[src/rtl/stdp_pkg.sv]
// Shared constants and saturating arithmetic helpers for the STDP LIF neuron array.
package stdp_pkg;

    localparam int N_IN_DEF        = 8;
    localparam int V_WIDTH_DEF     = 8;
    localparam int TRACE_WIDTH_DEF = 3;
    localparam int TMAX            = (1 << TRACE_WIDTH_DEF) - 1;
    localparam int SUM_WIDTH_DEF   = V_WIDTH_DEF + $clog2(N_IN_DEF) + 1;

    function automatic int trace_max(input int trace_width);
        return (1 << trace_width) - 1;
    endfunction

    function automatic int sat_add(input int a, input int b, input int max_val);
        int s;
        s = a + b;
        return (s > max_val) ? max_val : s;
    endfunction

    function automatic int sat_sub(input int a, input int b);
        return (a > b) ? (a - b) : 0;
    endfunction

    function automatic int clamp(input int x, input int lo, input int hi);
        if (x < lo) return lo;
        if (x > hi) return hi;
        return x;
    endfunction

endpackage

[src/rtl/stdp_synapse.sv]
// One synapse: weight register, presynaptic trace and its pair-based STDP update.
module stdp_synapse
    import stdp_pkg::*;
#(
    parameter int W_WIDTH     = 8,
    parameter int TRACE_WIDTH = 3,
    parameter int W_INIT      = 16,
    parameter int A_PLUS      = 8,
    parameter int A_MINUS     = 4
) (
    input  logic               clk,
    input  logic               rst,
    input  logic               en,
    input  logic               learn_en,
    input  logic               in_spike,
    input  logic               fire,
    input  logic               post_nz,
    input  logic               wr,
    input  logic [W_WIDTH-1:0] wdata,
    output logic [W_WIDTH-1:0] w,
    output logic               pre_nz
);

    localparam int WX = W_WIDTH + 2;
    localparam logic [TRACE_WIDTH-1:0] TMAX_T = TRACE_WIDTH'(trace_max(TRACE_WIDTH));

    logic [TRACE_WIDTH-1:0] pre;
    logic                   ltp;
    logic                   ltd;
    logic signed [WX-1:0]   w_calc;
    logic [W_WIDTH-1:0]     w_next;

    assign pre_nz = (pre != '0);
    assign ltp    = fire & (pre_nz | in_spike);
    assign ltd    = in_spike & post_nz & ~fire;

    // Two spare bits let the sum dip below zero or pass the top before clamping.
    always_comb begin
        w_calc = signed'({2'b00, w});
        if (ltp) w_calc = w_calc + WX'(A_PLUS);
        if (ltd) w_calc = w_calc - WX'(A_MINUS);
        w_next = W_WIDTH'(clamp(int'(w_calc), 0, (1 << W_WIDTH) - 1));
    end

    // Host write sits last so it wins over a learning update on the same edge.
    always_ff @(posedge clk) begin
        if (rst) begin
            w   <= W_WIDTH'(W_INIT);
            pre <= '0;
        end else begin
            if (en) begin
                pre <= in_spike ? TMAX_T : TRACE_WIDTH'(sat_sub(int'(pre), 1));
                if (learn_en) w <= w_next;
            end
            if (wr) w <= wdata;
        end
    end

endmodule

[src/rtl/stdp_lif_array.sv]
// Multi-input leaky integrate-and-fire neuron with refractory period and on-chip STDP.
module stdp_lif_array
    import stdp_pkg::*;
#(
    parameter int N_IN        = 8,
    parameter int W_WIDTH     = 8,
    parameter int V_WIDTH     = 8,
    parameter int TRACE_WIDTH = 3,
    parameter int LEAK_SHIFT  = 3,
    parameter int THRESHOLD   = 128,
    parameter int REFRACT     = 3,
    parameter int W_INIT      = 16,
    parameter int A_PLUS      = 8,
    parameter int A_MINUS     = 4
) (
    input  logic                    clk,
    input  logic                    rst,
    input  logic                    en,
    input  logic                    learn_en,
    input  logic [N_IN-1:0]         in_spike,
    input  logic [$clog2(N_IN)-1:0] w_sel,
    input  logic                    w_wr,
    input  logic [W_WIDTH-1:0]      w_wdata,
    output logic [W_WIDTH-1:0]      w_rdata,
    output logic                    spike,
    output logic [V_WIDTH-1:0]      state
);

    localparam int SUM_W = V_WIDTH + $clog2(N_IN) + 1;
    localparam int RW    = (REFRACT > 0) ? $clog2(REFRACT + 1) : 1;
    localparam int VMAX  = (1 << V_WIDTH) - 1;
    localparam logic [TRACE_WIDTH-1:0] TMAX_T = TRACE_WIDTH'(trace_max(TRACE_WIDTH));

    logic [W_WIDTH-1:0]     w_arr [N_IN];
    logic [N_IN-1:0]        wr_hit;
    logic [SUM_W-1:0]       sum;
    logic [V_WIDTH-1:0]     v;
    logic [V_WIDTH-1:0]     v_leak;
    logic [V_WIDTH-1:0]     vi;
    logic [RW-1:0]          refr_cnt;
    logic [TRACE_WIDTH-1:0] post;
    logic                   post_nz;
    logic                   fire;

    assign post_nz = (post != '0);
    assign state   = v;

    for (genvar i = 0; i < N_IN; i++) begin : g_syn
        assign wr_hit[i] = w_wr && (int'(w_sel) == i);

        stdp_synapse #(
            .W_WIDTH    (W_WIDTH),
            .TRACE_WIDTH(TRACE_WIDTH),
            .W_INIT     (W_INIT),
            .A_PLUS     (A_PLUS),
            .A_MINUS    (A_MINUS)
        ) u_syn (
            .clk     (clk),
            .rst     (rst),
            .en      (en),
            .learn_en(learn_en),
            .in_spike(in_spike[i]),
            .fire    (fire),
            .post_nz (post_nz),
            .wr      (wr_hit[i]),
            .wdata   (w_wdata),
            .w       (w_arr[i]),
            .pre_nz  ()
        );
    end

    // Sum is wide enough for every channel at full weight, so it never wraps.
    always_comb begin
        sum = '0;
        for (int i = 0; i < N_IN; i++) begin
            if (in_spike[i]) sum = sum + SUM_W'(w_arr[i]);
        end
    end

    always_comb begin
        v_leak = v - (v >> LEAK_SHIFT);
        vi     = V_WIDTH'(sat_add(int'(v_leak), int'(sum), VMAX));
        fire   = (refr_cnt == '0) && (int'(vi) >= THRESHOLD);
    end

    always_comb begin
        w_rdata = '0;
        if (int'(w_sel) < N_IN) w_rdata = w_arr[w_sel];
    end

    // spike defaults low every edge so a pulse lasts exactly one cycle, even with en low.
    always_ff @(posedge clk) begin
        if (rst) begin
            v        <= '0;
            spike    <= 1'b0;
            refr_cnt <= '0;
            post     <= '0;
        end else begin
            spike <= 1'b0;
            if (en) begin
                post <= fire ? TMAX_T : TRACE_WIDTH'(sat_sub(int'(post), 1));
                if (refr_cnt != '0) begin
                    v        <= '0;
                    refr_cnt <= refr_cnt - RW'(1);
                end else if (fire) begin
                    spike    <= 1'b1;
                    v        <= '0;
                    refr_cnt <= RW'(REFRACT);
                end else begin
                    v <= vi;
                end
            end
        end
    end

endmodule

[config.mk]
export PLATFORM = sky130hd
export DESIGN_NAME = stdp_lif_array
export DESIGN_NICKNAME = d
export VERILOG_FILES = /design/src/rtl/stdp_pkg.sv /design/src/rtl/stdp_synapse.sv /design/src/rtl/stdp_lif_array.sv
export SDC_FILE = /design/constraint.sdc
export NUM_CORES = 1
export LEC_CHECK = 0
export CORE_ASPECT_RATIO = 1.4
export CORE_UTILIZATION = 64
export DETAILED_ROUTE_END_ITERATION = 8
export PLACE_DENSITY = 0.83
export SLEW_MARGIN = 10
export SYNTH_ARGS = -nofsm -noshare
export SYNTH_HDL_FRONTEND = slang
export SYNTH_SLANG_ARGS = --single-unit
[constraint.sdc]
create_clock -name clk -period 13.8 [get_ports clk]
set_input_delay 1.38 -clock clk [delete_from_list [all_inputs] [get_ports clk]]
set_output_delay 1.38 -clock clk [all_outputs]
set_load 0.01 [all_outputs]
==> impl_results.rst, run 1 <==
.. list-table::
   :header-rows: 1

   * - Metric
     - Value
   * - Initial cell density of the core
     - 0.657
   * - Ranking of synthesized cells by area
     - dfxtp_1 (17%), ha_1 (11%), nor2_1 (6.0%)
   * - Count of maximum capacitance violations
     - 0
   * - Global router's overall resource usage
     - 0.379
   * - Full die area
     - 19,800 sq um
   * - Least-Margin Pin Slew
     - 1.11 ns
   * - Levels on crit path
     - 57
   * - Hold Path Origin
     - refr_cnt[0]$_SDFFE_PP0P_
   * - Max-Slew Margin vs Limit
     - 0.258
   * - # nets final
     - 1,762
   * - Fill count
     - 1,608
   * - Class of the tightest hold or removal check
     - reg -> reg
   * - Seq/Total Area, Yosys
     - 0.166
   * - Comb pwr share
     - 0.790
   * - Arrival time of the worst setup path
     - 13.04 ns
   * - Area share of the largest cell type after synthesis
     - 0.166
   * - Crit path launch
     - in_spike[0]
   * - Wire length per cell after detailed routing
     - 20.1 um
   * - Wire length of the first global-routing pass
     - 59,700 um
   * - Total DRC errors in the routed layout
     - 0
   * - Required time of the critical path
     - 14.01 ns
   * - Detailed placement HPWL
     - 27,700 um
   * - Post-placement cell area
     - 12,700 sq um
   * - CP Capture Type
     - flip-flop
   * - Via count
     - 12,600
   * - 1st-iter DRT viols
     - 1,165
   * - I/O pin count
     - 41
   * - Chip height
     - 166 um
   * - Logic depth of the worst register-to-register path
     - 54
   * - Async set-or-reset flop fraction in the synthesized netlist
     - 0
   * - Cell at the root of the clock tree
     - clkbuf_16
   * - Peak supply drop
     - 0.000354 V
   * - Number of core rows
     - 59
   * - Ys Warns
     - 0
   * - Mean area per synthesized cell
     - 7.50 sq um
   * - Ys flop type
     - dfxtp_1
   * - Synth Instances
     - 1,641
   * - Final std cell area, no fill
     - 13,100 sq um
   * - Global-route congestion overflow total
     - 0
   * - Startpoint of the most critical register-to-register path
     - g_syn[0].u_syn.w[3]$_SDFFE_PP0P_
   * - Net Sw Power
     - 0.00196 W
   * - Total number of H-tree levels
     - 3
   * - Period utilisation layout
     - 0.929
   * - Clock latency on the worst-skew pair
     - 0.38 ns
   * - Area growth from synthesis to layout
     - 6.01%
   * - Floorplan die width
     - 119 um
   * - Clock share of power
     - 0.076
   * - Final Power
     - 0.00356 W
   * - Dominant delay contributor by cell family on the critical path
     - compound AO/OA/AOI/OAI gates
   * - Endpoint of the worst setup timing path
     - g_syn[2].u_syn.w[3]$_SDFFE_PP0P_
   * - TNS Setup
     - 0 ns
   * - Sinks on the clock net
     - 102
   * - Post-route antenna net violation count
     - 0
   * - Peak per-stage delay on the critical path
     - 0.61 ns
   * - CP Buf/Inv Count
     - 5
   * - TritonRoute pass-1 iters
     - 7
   * - Initial antenna violation count
     - 0
   * - Count of state elements after synthesis
     - 102
   * - Clock-pin slew on the worst setup and hold paths
     - 0.09 ns
   * - R2R setup slack
     - 2.32 ns
   * - FF-to-FF End
     - g_syn[2].u_syn.w[3]$_SDFFE_PP0P_
   * - Final wirelength
     - 37,400 um
   * - CP startpoint kind
     - input pin
   * - Largest buffer count on any clock path
     - 2
   * - RSZ-0062 raised after global routing
     - false
   * - Hold Fails Final Rpt
     - 0
   * - Number of buffers inserted during clock tree synthesis
     - 9
   * - Net Sw Frac
     - 0.549
   * - Post-synthesis net count
     - 1,786
   * - Worst clock skew
     - 0.0143 ns
   * - Cell accounting for the most synthesized area
     - dfxtp_1
   * - Final critical delay including setup and external delays
     - 12.82 ns
   * - Cell seen most often among critical-path stages
     - ha_1
   * - Number of global-route vias before repair
     - 12,000
   * - Most used standard cell by instance count after synthesis
     - nor2_1
   * - Netlist area before placement
     - 12,300 sq um
   * - IO buf count
     - 40
   * - Setup violations, final
     - 0
   * - Critical-path maximum fanout
     - 23
   * - Crit Path Category
     - in -> reg
   * - Vias per Instance
     - 6.78
   * - Maximum number of pins on one net before global-route repair
     - 66
   * - Upper clock frequency limit
     - 0.0780 GHz
   * - ANT cells
     - 0
   * - Count of different cell masters after synthesis
     - 109
   * - Area inside the core boundary
     - 18,800 sq um
   * - Outcome
     - finished, final reports clean
   * - Cell Pwr Density
     - 273 nW/um^2
   * - Flop pwr share
     - 0.134
   * - Most instantiated cells after synthesis
     - nor2_1 (198), nand2_1 (149), ha_1 (112), dfxtp_1 (102), o21ai_0 (96)
   * - Cell-internal power
     - 0.00161 W
   * - Proportion of layout cells with a drive suffix above 1
     - 0.0801
   * - Static Leak
     - 5.24 nW
   * - Clock tree from TritonCTS
     - yes
   * - Routability Congestion
     - 0.962
   * - Worst path slowest cell
     - clkdlybuf4s50_1
   * - Number of pins with negative max-slew slack in the final report
     - 0
   * - Post-synth EDFFs
     - 0
-- through the flow --
step | hold WS, ns | std cells | setup WS, ns | utilization
global placement | 0.468 | 1850 | 0.901 | 0.679
detailed placement | 0.469 | 1850 | 0.625 | 0.679
CTS | 0.484 | 1866 | 0.941 | 0.696
finish | 0.482 | 1866 | 0.979 | 0.696
floorplan | 0.452 | 1641 | 2.10 | -
global route | 0.493 | 1866 | 0.0948 | 0.696
-- kinds of logic after synthesis --
logic type,share of synthesized area
compound gates,0.248
xor+xnor,0.0745
fa+ha+maj,0.129
buf+inv,0.0565
flops,0.166
mux,0.0707
simple gates,0.255
-- final cells by class --
class	count	area (sq um)	area share
Multi-Input combinational cell	1366	9590	0.734
Sequential cell	102	2040	0.156
Timing Repair Buffer	53	488	0.0374
Inverter	85	319	0.0244
Tap cell	244	305	0.0234
Clock buffer	9	225	0.0173
Clock inverter	7	86.3	0.00661
-- cell usage in the layout (no fill, tap or decap), types with 33 or more instances in the layout --
cell	n
a211oi_1	33
a21oi_1	77
a31oi_1	40
clkdlybuf4s50_1	38
dfxtp_1	102
ha_1	112
inv_1	83
nand2_1	148
nand3_1	82
nor2_1	198
nor3_1	50
o21ai_0	96
xnor2_1	72
-- power by group through the flow --
| stage | clock (W) | sequential (W) | combinational, W |
|---|---|---|---|
| 2_1_floorplan | 0 | 0.000415 | 0.00226 |
| 3_3_place_gp | 0 | 0.000476 | 0.00265 |
| 3_5_place_dp | 0 | 0.000478 | 0.00272 |
| 4_1_cts | 0.000274 | 0.000471 | 0.00275 |
| 5_1_grt | 0.000286 | 0.000481 | 0.00307 |
| 6_report | 0.000272 | 0.000477 | 0.00281 |
-- sequential cells by signal, indices dropped and copies added (netlist names) --
register         flops
g_syn.u_syn.w       64
g_syn.u_syn.pre     24
state                8
post                 3
refr_cnt             2
spike                1
-- layer usage --
metal	global-route usage	wire length [um]	vias to the layer above	share of wire
met5	0	0	-	0
met4	0.287	2910	0	0.078
met3	0.0584	2900	210	0.077
met2	0.647	17800	656	0.48
met1	0.419	13800	5844	0.37
li1	-	-	5936	-
-- how the worst min path moves through the flow --
stage / end / depth (start not counted)
after global placement: refr_cnt[0]$_SDFFE_PP0P_ / 1
after CTS: refr_cnt[0]$_SDFFE_PP0P_ / 1
after floorplan: refr_cnt[0]$_SDFFE_PP0P_ / 1
final: refr_cnt[0]$_SDFFE_PP0P_ / 1
after global routing: refr_cnt[0]$_SDFFE_PP0P_ / 1
after detailed placement: refr_cnt[0]$_SDFFE_PP0P_ / 1
-- what timing repair did --
| action | in CTS | in global routing |
|---|---|---|
| setup endpoints to repair | 0 | 20 |
| buffers inserted | 0 | 0 |
| gates resized for setup | 0 | 1 |
| endpoints found under the hold margin | 0 | 0 |
| hold buffers | 0 | 0 |
No activity file was read; power rests on OpenSTA's default activity.
==> run 2: changes to the inputs <==
--- a/config.mk
+++ b/config.mk
@@ -5,6 +5,7 @@
 export SDC_FILE = /design/constraint.sdc
 export NUM_CORES = 1
 export LEC_CHECK = 0
+export CAP_MARGIN = 15
 export CORE_ASPECT_RATIO = 1.4
 export CORE_UTILIZATION = 64
 export DETAILED_ROUTE_END_ITERATION = 8
==> results of run 2 <==
No change in the layout: final DEF, timing and power equal those of run 1.
